**src/rtl/imem_fetch_ctrl_if.sv**
```systemverilog
// Fetch-controller bus bundle: instruction-memory port, redirect input and decode handshake.
// master = fetch controller, slave = memory/decode/branch side.
interface imem_fetch_ctrl_if;
  logic [31:0] imem_addr;
  logic [31:0] imem_instr;
  logic        redirect_valid;
  logic [31:0] redirect_pc;
  logic        out_valid;
  logic        out_ready;
  logic [31:0] out_pc;
  logic [31:0] out_instr;
  logic        halted;
  logic [31:0] fetch_count;

  modport master (
    output imem_addr, out_valid, out_pc, out_instr, halted, fetch_count,
    input  imem_instr, redirect_valid, redirect_pc, out_ready
  );

  modport slave (
    input  imem_addr, out_valid, out_pc, out_instr, halted, fetch_count,
    output imem_instr, redirect_valid, redirect_pc, out_ready
  );
endinterface

```
**src/rtl/imem_fetch_ctrl.sv**
```systemverilog
// Instruction fetch sequencer: owns the PC, registers each fetched word with its PC for decode,
// accepts redirects, and halts on the zero word that marks end of program.
module imem_fetch_ctrl #(
  parameter logic [31:0] RESET_PC     = 32'h0000_0000,
  parameter bit          HALT_ON_ZERO = 1'b1
) (
  input  logic              clk,
  input  logic              rst_n,
  imem_fetch_ctrl_if.master bus
);

  localparam logic [0:0] ST_FETCH = 1'b0;
  localparam logic [0:0] ST_HALT  = 1'b1;

  logic [0:0]  state_q, state_d;
  logic [31:0] pc_q, pc_d;
  logic        out_valid_q, out_valid_d;
  logic [31:0] out_pc_q, out_pc_d;
  logic [31:0] out_instr_q, out_instr_d;
  logic        halted_q, halted_d;
  logic [31:0] fetch_count_q, fetch_count_d;

  logic hs, load, zero_halt;

  assign hs        = out_valid_q & bus.out_ready;
  assign load      = (state_q == ST_FETCH) & (~out_valid_q | bus.out_ready) & ~bus.redirect_valid;
  assign zero_halt = HALT_ON_ZERO & (bus.imem_instr == 32'h0);

  always_comb begin
    state_d       = state_q;
    pc_d          = pc_q;
    out_valid_d   = out_valid_q;
    out_pc_d      = out_pc_q;
    out_instr_d   = out_instr_q;
    halted_d      = halted_q;
    // A handshake coinciding with a redirect still consumed its word, so count it regardless.
    fetch_count_d = fetch_count_q + {31'd0, hs};

    if (bus.redirect_valid) begin
      pc_d        = {bus.redirect_pc[31:2], 2'b00};
      out_valid_d = 1'b0;
      state_d     = ST_FETCH;
      halted_d    = 1'b0;
    end else if (load) begin
      if (zero_halt) begin
        // PC stays on the zero word so the halt point is visible on imem_addr.
        state_d     = ST_HALT;
        halted_d    = 1'b1;
        out_valid_d = 1'b0;
      end else begin
        out_valid_d = 1'b1;
        out_pc_d    = pc_q;
        out_instr_d = bus.imem_instr;
        pc_d        = pc_q + 32'd4;
      end
    end else if (hs) begin
      out_valid_d = 1'b0;
    end
  end

  always_ff @(posedge clk) begin
    if (!rst_n) begin
      state_q       <= ST_FETCH;
      pc_q          <= RESET_PC;
      out_valid_q   <= 1'b0;
      out_pc_q      <= 32'h0;
      out_instr_q   <= 32'h0;
      halted_q      <= 1'b0;
      fetch_count_q <= 32'h0;
    end else begin
      state_q       <= state_d;
      pc_q          <= pc_d;
      out_valid_q   <= out_valid_d;
      out_pc_q      <= out_pc_d;
      out_instr_q   <= out_instr_d;
      halted_q      <= halted_d;
      fetch_count_q <= fetch_count_d;
    end
  end

  assign bus.imem_addr   = pc_q;
  assign bus.out_valid   = out_valid_q;
  assign bus.out_pc      = out_pc_q;
  assign bus.out_instr   = out_instr_q;
  assign bus.halted      = halted_q;
  assign bus.fetch_count = fetch_count_q;

endmodule

```
**src/flat_wrapper.sv**
```systemverilog
// flat-port wrapper written by rule: the top's interface ports become plain ports
module imem_fetch_ctrl_flat 
#(
  parameter logic [31:0] RESET_PC     = 32'h0000_0000,
  parameter bit          HALT_ON_ZERO = 1'b1
)
  (clk, rst_n, bus_imem_addr, bus_out_valid, bus_out_pc, bus_out_instr, bus_halted, bus_fetch_count, bus_imem_instr, bus_redirect_valid, bus_redirect_pc, bus_out_ready);
  imem_fetch_ctrl_if bus_i ();
  input  logic clk;
  input  logic rst_n;
  output wire logic [$bits(bus_i.imem_addr)-1:0] bus_imem_addr;
  output wire logic [$bits(bus_i.out_valid)-1:0] bus_out_valid;
  output wire logic [$bits(bus_i.out_pc)-1:0] bus_out_pc;
  output wire logic [$bits(bus_i.out_instr)-1:0] bus_out_instr;
  output wire logic [$bits(bus_i.halted)-1:0] bus_halted;
  output wire logic [$bits(bus_i.fetch_count)-1:0] bus_fetch_count;
  input wire logic [$bits(bus_i.imem_instr)-1:0] bus_imem_instr;
  input wire logic [$bits(bus_i.redirect_valid)-1:0] bus_redirect_valid;
  input wire logic [$bits(bus_i.redirect_pc)-1:0] bus_redirect_pc;
  input wire logic [$bits(bus_i.out_ready)-1:0] bus_out_ready;
  assign bus_imem_addr = bus_i.imem_addr;
  assign bus_out_valid = bus_i.out_valid;
  assign bus_out_pc = bus_i.out_pc;
  assign bus_out_instr = bus_i.out_instr;
  assign bus_halted = bus_i.halted;
  assign bus_fetch_count = bus_i.fetch_count;
  assign bus_i.imem_instr = bus_imem_instr;
  assign bus_i.redirect_valid = bus_redirect_valid;
  assign bus_i.redirect_pc = bus_redirect_pc;
  assign bus_i.out_ready = bus_out_ready;
  imem_fetch_ctrl #(.RESET_PC(RESET_PC), .HALT_ON_ZERO(HALT_ON_ZERO)) u_core (.clk(clk), .rst_n(rst_n), .bus(bus_i));
endmodule
```
**config.mk**
```make
export PLATFORM = sky130hd
export DESIGN_NAME = imem_fetch_ctrl_flat
export DESIGN_NICKNAME = d
export VERILOG_FILES = /design/src/rtl/imem_fetch_ctrl_if.sv /design/src/rtl/imem_fetch_ctrl.sv /design/src/flat_wrapper.sv
export SDC_FILE = /design/constraint.sdc
export NUM_CORES = 1
export LEC_CHECK = 0
export CAP_MARGIN = 20
export CORE_ASPECT_RATIO = 0.8
export CORE_UTILIZATION = 40
export DETAILED_ROUTE_END_ITERATION = 8
export HOLD_SLACK_MARGIN = 0.02
export PLACE_DENSITY = 0.73
export SETUP_SLACK_MARGIN = 0.2
export SLEW_MARGIN = 25
export SYNTH_ARGS = -nofsm -noshare
export SYNTH_HDL_FRONTEND = slang
export SYNTH_SLANG_ARGS = --single-unit
```
**constraint.sdc**
```tcl
create_clock -name clk -period 6.76 [get_ports clk]
set_clock_uncertainty 0.15 [all_clocks]
set_input_delay 1.352 -clock clk [delete_from_list [all_inputs] [get_ports clk]]
set_output_delay 1.352 -clock clk [all_outputs]
set_load 0.005 [all_outputs]
```
# --- Word-level counts from Yosys, hierarchy flattened ---
# Index checks and enable logic that the tools add are counted.
word_totals:
  regBits: 130
  input_bits: 68
  output_inout_bits: 130
classes:
  add_sub_neg: 2
  n_eq_ne: 1
  mux: 6
  bitwise_logic: 9
  reduce_logical: 8
op_table:
  columns: ["cell", "n"]
  rows:
  - ["32-bit 2-to-1 mux", 3]
  - ["32-bit by 1-bit adder with 32-bit output", 1]
  - ["32-bit by 3-bit adder with 32-bit output (second input constant)", 1]
  - ["32-bit zero test", 1]
  - ["2-bit AND reduction", 3]
  - ["1-bit NOT", 5]
  - ["2-bit nonzero test", 2]
  - ["1-bit bitwise AND", 3]
  - ["1-bit 2-to-1 mux", 3]
  - ["3-bit AND reduction", 1]
  - ["2-bit != test (second input constant)", 1]
  - ["2-bit OR reduction", 1]
  - ["1-bit bitwise OR", 1]

# --- Logic depth before layout (Yosys ltp) ---
# Gate-level depths: netlist of the first run.
depth:
  word_depth: 6
  depth_mapped: 8
  mapped_depth_nobuf: 8

# --- Worst setup path after synthesis of the first run ---
# OpenSTA, ideal clock, no wires.
synth_timing:
  path_kind: "input to register"
  start: "in bus_out_ready"
  end: "reg u_core.fetch_count_q[28] (netlist: u_core.bus.fetch_count[28])"
  setup_time_ns: 0.070
  arrival_time_ns: 3.088
  t_required_ns: 6.540
  slack_ns: 3.452
  path_stages: 8
  path_buffers: 1
  cell_sequence: "and2_1 > ha_1 > ha_1 > nand3_2 > or3_1 > clkbuf_2 > or4_1 > a21oi_1"
synth_between:
  elab_chain_cells: 2
synth_lines:
  columns: ["item", "line_no", "text"]
  rows:
  - ["from (decl)", "flat_wrapper.sv:20", "input wire logic [$bits(bus_i.out_ready)-1:0] bus_out_ready;"]
  - ["1-bit bitwise AND", "imem_fetch_ctrl.sv:25", "assign hs = out_valid_q & bus.out_ready;"]
  - ["32-bit by 1-bit adder with 32-bit output", "imem_fetch_ctrl.sv:37", "fetch_count_d = fetch_count_q + {31'd0, hs};"]
  - ["to (signal assigned)", "imem_fetch_ctrl.sv:77", "fetch_count_q <= fetch_count_d;"]
  - ["to (decl)", "imem_fetch_ctrl.sv:21", "logic [31:0] fetch_count_q, fetch_count_d;"]
# No other way between the ends.
# A chain may end at the register's enable or synchronous reset.

# --- Worst setup path in the final report of the first run ---
# Ends and elaborated chain as after synthesis.

==> results.cfg, run 1 <==
[run_status]
status = complete, no violations

[finish]
layout-area-overhead-vs-synth_pct = 49.8
diodes = 0
drive_gt1_share_pct = 5.81
fill_cells = 1113
regArea_sq_um = 2520
multi_input_area_sq_um = 2700
nets = 919

[drt]
avgRoutedWirePerCell_microns = 16.2
vias = 5609
ant_nets = 0
drt-total-wl_mm = 16.8
drc_errors = 0
drtIter0Drc = 396
viasPerCell = 5.41
drtPass1Iterations = 5

[floorplanning]
dieArea_sq_um = 14000
rows = 37
die_w_microns = 132
core_area_sq_um = 13000
die_y_microns = 106
start_util_pct = 41.5
ios = 198

[hold_path]
min_path_type = reg2reg
whs_path_depth = 2

[cts]
htree_levels = 4
cts.sinks = 126
cts_tree = yes
cts_made_buffers = 17
path_clk_slew_ns = 0.06
clock_latency_ns = 0.41
clockRootBuffer = clkbuf_16
cts_buffer_depth = 2
ctsResizeCount = 0
cts_setup_buffers = 0
hold_buffers = 0

[logic_synthesis]
async_flop_share_pct = 0
synth_commonest_cells = 143 x nand2_1, 126 x dfxtp_1, 78 x a21oi_1, 43 x o21ai_0, 36 x clkbuf_1
syn_area_sq_um = 5400
yosysSeqAreaShare_pct = 46.7
yosys_warnings = 0
synth_edf_count = 0
yosysTopAreaCell = dfxtp_1
ys.flop_type = dfxtp_1
synth.area.top_cells = dfxtp_1 47%, nand2_1 9.9%, a21oi_1 7.2%, o21ai_0 4.0%, xor2_1 2.6%
synth.distinct_cells = 47
synth-seq-cells = 126
avgSynthCellArea_sq_um = 8.08
synth_most_common_cell = nand2_1
synth_top_area_share_pct = 46.7
syn_inst = 668

[sta]
relSlewSlack_pct = 52.1
fmax_mhz = 273
grt_setup_unrepaired = no
min_period_ns = 3.67
setup_tns_ns = 0
worst_pin_slew_ns = 0.713
hold_viol_final = 0
setup_viol = 0
hold_slack_ns = 0.303
finalCritPeriodShare_pct = 54.3
slew_viol_final = 0

[run]
drv_cap = 0

[power]
power_density_nw_per_um2 = 245
leakage_nw = 2.76
irDropWorstVdd_mv = 0.179

[setup_path]
startpoint_type = input pin
r2r.worst_path.cells = 7
crit_fanout = 6
crit_required_ns = 6.94
endpoint_kind = flip-flop
crit_type = in2reg
cp.arrival_ns = 3.85

[global_route]
antenna_found_initial = 0
grt_pass1_vias = 5182
grt_util_all_layers_pct = 24.3
grt_pass1_wl_mm = 26.8
grt_max_degree = 69
overflow = 0

[placed_design]
io_buffers = 191
place_congestion = 0.839
dp.final_hpwl_mm = 11.9
-- layout by cell type (no fill, tap or decap), types with 9 or more instances in the layout --
cell type and instances:
o21ai_0 43, a21oi_1 78, nand4_1 21, nand2_1 143
a31oi_1 19, dfxtp_1 126, or4_1 9, nand3_1 22
or3_1 12, xnor2_1 11, clkbuf_16 17, xor2_1 16
clkdlybuf4s50_1 191, nor2_1 31, o31ai_1 10, nor4_1 14
-- worst max-delay path, stage by stage --
cell and delay (ns):
clkdlybuf4s50_1 0.48, and2_1 0.15, ha_1 0.24, ha_1 0.29, nand3_2 0.18, or3_1 0.46
or4_1 0.54, a21oi_1 0.17
-- cell families after synthesis --
group,Yosys count,share of synthesized area (%)
xor+xnor,27,4.38
compound gates,168,17.5
fa+ha+maj,3,0.696
simple gates,292,26.6
mux,1,0.185
other cells,1,0.0695
buf+inv,50,3.78
flops,126,46.7
-- routing by layer --
metal / GRT usage [%] / vias to the layer above / wire, microns
met5: 0 / - / 0
met1: 32.2 / 2633 / 7740
met3: 5.77 / 25 / 1040
met4: 8.64 / 0 / 335
li1: - / 2732 / -
met2: 38.7 / 219 / 7710
-- state kept, by name (all words and copies together) (netlist names) --
name,flops
u_core.bus.out_instr,32
u_core.bus.out_valid,1
u_core.bus.imem_addr,30
u_core.state_q,1
u_core.bus.out_pc,30
u_core.bus.fetch_count,32
-- final timing paths --
kind / startpoint / to / slack [ns]
worst min register to register: u_core.bus.out_pc[25] / u_core.bus.out_pc[25] / 0.30
worst max-delay path: bus_out_ready / u_core.bus.fetch_count[28] / 3.09
worst min-delay path: u_core.bus.out_pc[25] / u_core.bus.out_pc[25] / 0.30
worst max register to register: u_core.bus.out_valid / u_core.bus.fetch_count[28] / 4.18
-- metrics by stage --
step	util [%]	cell area [sq um]	instances	total power [mW]	setup WS, ns
after floorplan	-	5410	671	0.891	3.45
after global placement	57.1	7430	1003	1.02	2.52
after detailed placement	57.2	7440	1003	1.02	2.45
after CTS	62.1	8080	1035	2.00	2.86
after global routing	62.2	8090	1036	2.06	2.89
final	62.2	8090	1036	1.98	3.09
-- power breakdown --
part / total (mW) / internal [mW] / switching, mW
registers: 0.808 / 0.775 / 0.0325
logic: 0.199 / 0.112 / 0.0865
clock network: 0.978 / 0.638 / 0.340
total: 1.98 / 1.52 / 0.459
-- cell type report --
cell class	instances	share of cell area [%]
multi-input combinational	495	33.4
sequential	126	31.2
timing repair buffer	199	24.4
clock buffer	19	5.60
tap	175	2.71
clock inverter	13	2.31
inverter	9	0.418
(Power assumes the default switching activity.)
==> run 2, diff against run 1 <==
Clock period 6.76 ns to 3.4 ns, I/O delays scaled along.
==> run 2 against run 1 <==
  * Via count rose by 1.0%
  * Setup slack got worse by 2.5 ns
  * Final cell count rose by 0.77%
  * Critical path depth fell by 1
  * Sequential share of layout area fell by 0.10 points
  * Total power rose by 89%
  * Cell area rose by 0.32%
  * Register-to-register slack got worse by 3.3 ns
  * Critical path type unchanged
==> results.cfg, run 2 (synthesis gave the netlist of run 1 again) <==
[cts]
cts.sinks = 126
ctsResizeCount = 0
cts_tree = yes
htree_levels = 4
clockRootBuffer = clkbuf_16
clock_latency_ns = 0.42
cts_buffer_depth = 2
cts_made_buffers = 17
path_clk_slew_ns = 0.05
hold_buffers = 0
cts_setup_buffers = 0

[global_route]
grt_max_degree = 63
grt_pass1_wl_mm = 27.3
grt_pass1_vias = 5350
overflow = 0
antenna_found_initial = 0
grt_util_all_layers_pct = 24.9

[floorplanning]
ios = 198
core_area_sq_um = 13000
die_y_microns = 106
dieArea_sq_um = 14000
start_util_pct = 41.5
rows = 37
die_w_microns = 132

[finish]
layout_common_cells = 191 x clkdlybuf4s50_1, 143 x nand2_1, 126 x dfxtp_1, 78 x a21oi_1, 43 x o21ai_0
layout-area-overhead-vs-synth_pct = 50.3
nets = 927
drive_gt1_share_pct = 6.21
final_common_cell = clkdlybuf4s50_1
final_core_util_pct = 62.4
diodes = 0

[sta]
grt_setup_unrepaired = no
min_period_ns = 2.84
worst_pin_slew_ns = 0.884
setup_tns_ns = 0
hold_viol_final = 0
relSlewSlack_pct = 40.9
slew_viol_final = 0
fmax_mhz = 352
setup_viol = 0
finalCritPeriodShare_pct = 83.6

[drt]
vias = 5667
drtPass1Iterations = 5
avgRoutedWirePerCell_microns = 16.5
drc_errors = 0
viasPerCell = 5.43
drtIter0Drc = 391
drt-total-wl_mm = 17.2
ant_nets = 0

[setup_path]
crit_fanout = 62
timing.rr.start = u_core.bus.imem_addr[9]
critPathLaunch = bus_imem_instr[13]
crit_type = in2reg
cp.arrival_ns = 3.03
endpoint_kind = flip-flop
crit_required_ns = 3.59
startpoint_type = input pin

[power]
leakage_nw = 2.80
irDropWorstVdd_mv = 0.339
power_density_nw_per_um2 = 462

[run]
drv_cap = 0

[placed_design]
dp.final_hpwl_mm = 12.5
place_congestion = 0.856
io_buffers = 191

[hold_path]
min_path_type = reg2reg
hold_start = u_core.bus.out_instr[16]

[run_status]
status = complete, no violations
[run 2: changes by cell type in the layout (fill, tap and decap cells not counted), moves of 3 or more]
cell,change
buf_4,+5
clkbuf_8,+4
clkinvlp_4,-4
buf_12,+3
bufinv_16,-3
clkbuf_1,+3
clkinv_2,+3
[run 2: critical path: stages]
cell             delay [ns]
clkdlybuf4s50_1        0.46
nor4_1                 0.49
nand4_1                0.39
o211ai_1               0.38
buf_12                 0.32
nand2_1                0.11
a21oi_1                0.16
[run 2: where the power goes]
part | switching, mW | internal [mW]
Clock | 0.621 | 1.11
Sequential | 0.0653 | 1.54
Combinational | 0.177 | 0.231
Total | 0.864 | 2.89
[run 2: per-layer routing]
layer / global-route usage, % / part of all wire, % / up-vias
li1: - / - / 2766
met1: 32.0 / 46 / 2679
met2: 40.2 / 46 / 197
met3: 5.48 / 5.4 / 25
met4: 11.0 / 2.0 / 0
met5: 0 / 0 / -
[run 2: cell type report]
| class | instances | area, sq um |
|---|---|---|
| Fill cell | 1144 | 4900 |
| Multi-Input combinational cell | 495 | 2690 |
| Clock buffer | 26 | 519 |
| Timing Repair Buffer | 207 | 2070 |
| Clock inverter | 6 | 55.1 |
| Tap cell | 175 | 219 |
| Sequential cell | 126 | 2520 |
| Inverter | 9 | 33.8 |
[run 2: worst paths after layout]
check	end	slack (ns)	cells past startpoint
min reg2reg	u_core.bus.out_instr[16]	0.30	2
max	u_core.bus.out_instr[10]	0.56	7
min	u_core.bus.out_instr[16]	0.30	2
max reg2reg	u_core.bus.imem_addr[26]	0.87	5
[run 2: metrics by stage]
| stage | cells | total power [mW] | setup WS [ns] | cell area (sq um) | hold slack (ns) |
|---|---|---|---|---|---|
| after floorplan | 671 | 1.77 | 0.764 | 5410 | 0.303 |
| after global placement | 1012 | 2.03 | 0.181 | 7540 | 0.292 |
| after detailed placement | 1012 | 2.04 | 0.147 | 7540 | 0.298 |
| after CTS | 1044 | 3.78 | 0.568 | 8110 | 0.306 |
| after global routing | 1044 | 3.90 | 0.434 | 8110 | 0.321 |
| final | 1044 | 3.75 | 0.558 | 8110 | 0.302 |
==> run 3, diff against run 2 <==
Clock period 3.4 ns to 2.93 ns, I/O delays scaled along.
==> run 3 against run 2 <==
  * Worst hold slack got worse by 0.00081 ns
  * Die area unchanged
  * Clock-buffer cell count shrank 5
  * Utilization is 1.7 points higher
  * Non-clock buffer count is 19 higher
  * Critical path depth down 1
  * Sequential power rose by 16%
  * Largest cell class unchanged
  * Highest routed layer unchanged
==> results.cfg, run 3 (synthesis gave the netlist of run 1 again) <==
[run_status]
status = complete, no violations

[global_route]
grt_util_all_layers_pct = 24.4
grt_use_met1_pct = 31.7
busiest_layer = met2
overflow = 0
grt_pass1_wl_mm = 27.0
antenna_found_initial = 0
grt_use_met3_pct = 5.48
met2_usage_pct = 39.6
grt_pass1_vias = 5371
grt_max_degree = 50

[cts]
cts_buffer_depth = 2
hold_buffers = 0
path_clk_slew_ns = 0.06
cts.sinks = 126
htree_levels = 4
ctsResizeCount = 0
cts_tree = yes
clockRootBuffer = clkbuf_16
cts_made_buffers = 17
clock_latency_ns = 0.41
cts_setup_buffers = 0

[power]
power_density_nw_per_um2 = 536
leakage_nw = 2.91
irDropWorstVdd_mv = 0.467

[setup_path]
max_stage_delay_ns = 0.49
crit_required_ns = 3.11
crit_type = in2reg
startpoint_type = input pin
cp.arrival_ns = 2.72
crit_fanout = 7
cp_slowest_cell = and4_1
cp_common_cell = and4_1
endpoint_kind = flip-flop
crit_chain = clkdlybuf4s50_1, nor4_1, and4_1, a21oi_1, and4_1, nor3_1

[finish]
nets = 946
layout-area-overhead-vs-synth_pct = 54.5
final_core_util_pct = 64.1
final_common_cell = clkdlybuf4s50_1
final_cells = 1063
drive_gt1_share_pct = 8.56
finish.instance_area_sq_um = 8340
diodes = 0
layout_common_cells = 191 x clkdlybuf4s50_1, 143 x nand2_1, 126 x dfxtp_1, 78 x a21oi_1, 43 x o21ai_0

[placed_design]
io_buffers = 191
place_area_sq_um = 7720
dp.final_hpwl_mm = 12.3
place_congestion = 0.855
dp.cells = 1031

[floorplanning]
ios = 198
rows = 37
dieArea_sq_um = 14000
core_area_sq_um = 13000
die_y_microns = 106
die_w_microns = 132
start_util_pct = 41.5

[drt]
ant_nets = 0
viasPerCell = 5.35
avgRoutedWirePerCell_microns = 16.0
drt-total-wl_mm = 17.0
drc_errors = 0
vias = 5692
drtIter0Drc = 400
drtPass1Iterations = 5

[sta]
finalCritPeriodShare_pct = 86.7
fmax_mhz = 394
worst_pin_slew_ns = 0.634
min_period_ns = 2.54
hold_viol_final = 0
grt_setup_unrepaired = no
relSlewSlack_pct = 57.7
setup_viol = 0
slew_viol_final = 0

[hold_path]
min_path_type = reg2reg

[run]
drv_cap = 0
[run 3: changes by cell type in the layout (fill, tap and decap cells not counted), sizes merged]
cell      previous run  this run
clkbuf              26        21
bufinv               1         3
buf                 16        35
clkinvlp             0         3
[run 3: report_power, final]
| group | internal, mW | leakage [nW] | switching (mW) |
|---|---|---|---|
| Combinational | 0.283 | 1.60 | 0.211 |
| Clock | 1.35 | 0.283 | 0.761 |
| Sequential | 1.79 | 1.03 | 0.0728 |
[run 3: area by class of cell]
| type | count | area (sq um) |
|---|---|---|
| clock buffers | 21 | 450 |
| clock inverters | 11 | 141 |
| fillers | 1106 | 4670 |
| inverters | 9 | 33.8 |
| multi-input cells | 495 | 2720 |
| flip-flops and latches | 126 | 2520 |
| well taps | 175 | 219 |
| repair buffers | 226 | 2250 |
[run 3: worst max-delay path, delay by kind of cell]
family	cells	cell delay [ns]
and+or+nand+nor	4	1.38
buffers and inverters	1	0.43
AOI/OAI and AO/OA	1	0.30
[run 3: worst paths after layout]
check / startpoint / to / slack (ns) / cells past startpoint
min: u_core.bus.out_instr[16] / u_core.bus.out_instr[16] / 0.30 / 2
max: bus_imem_instr[13] / u_core.bus.imem_addr[4] / 0.39 / 6
max reg2reg: u_core.bus.imem_addr[9] / u_core.bus.imem_addr[25] / 0.44 / 6
min reg2reg: u_core.bus.out_instr[16] / u_core.bus.out_instr[16] / 0.30 / 2
[run 3: per-layer routing]
layer | vias to the layer above | share of wire (%)
li1 | 2791 | -
met1 | 2683 | 46
met2 | 192 | 47
met3 | 26 | 5.4
met4 | 0 | 1.8
met5 | - | 0
[run 3: metrics by stage]
step / total power, mW / TNS [ns] / worst slack, ns / hold slack [ns]
detailed placement: 2.39 / -0.707 / -0.0684 / 0.297
finish: 4.47 / 0 / 0.390 / 0.302
global route: 4.64 / 0 / 0.194 / 0.318
CTS: 4.51 / 0 / 0.321 / 0.305
floorplan: 2.06 / 0 / 0.388 / 0.303
global placement: 2.37 / -1.57 / -0.0473 / 0.292
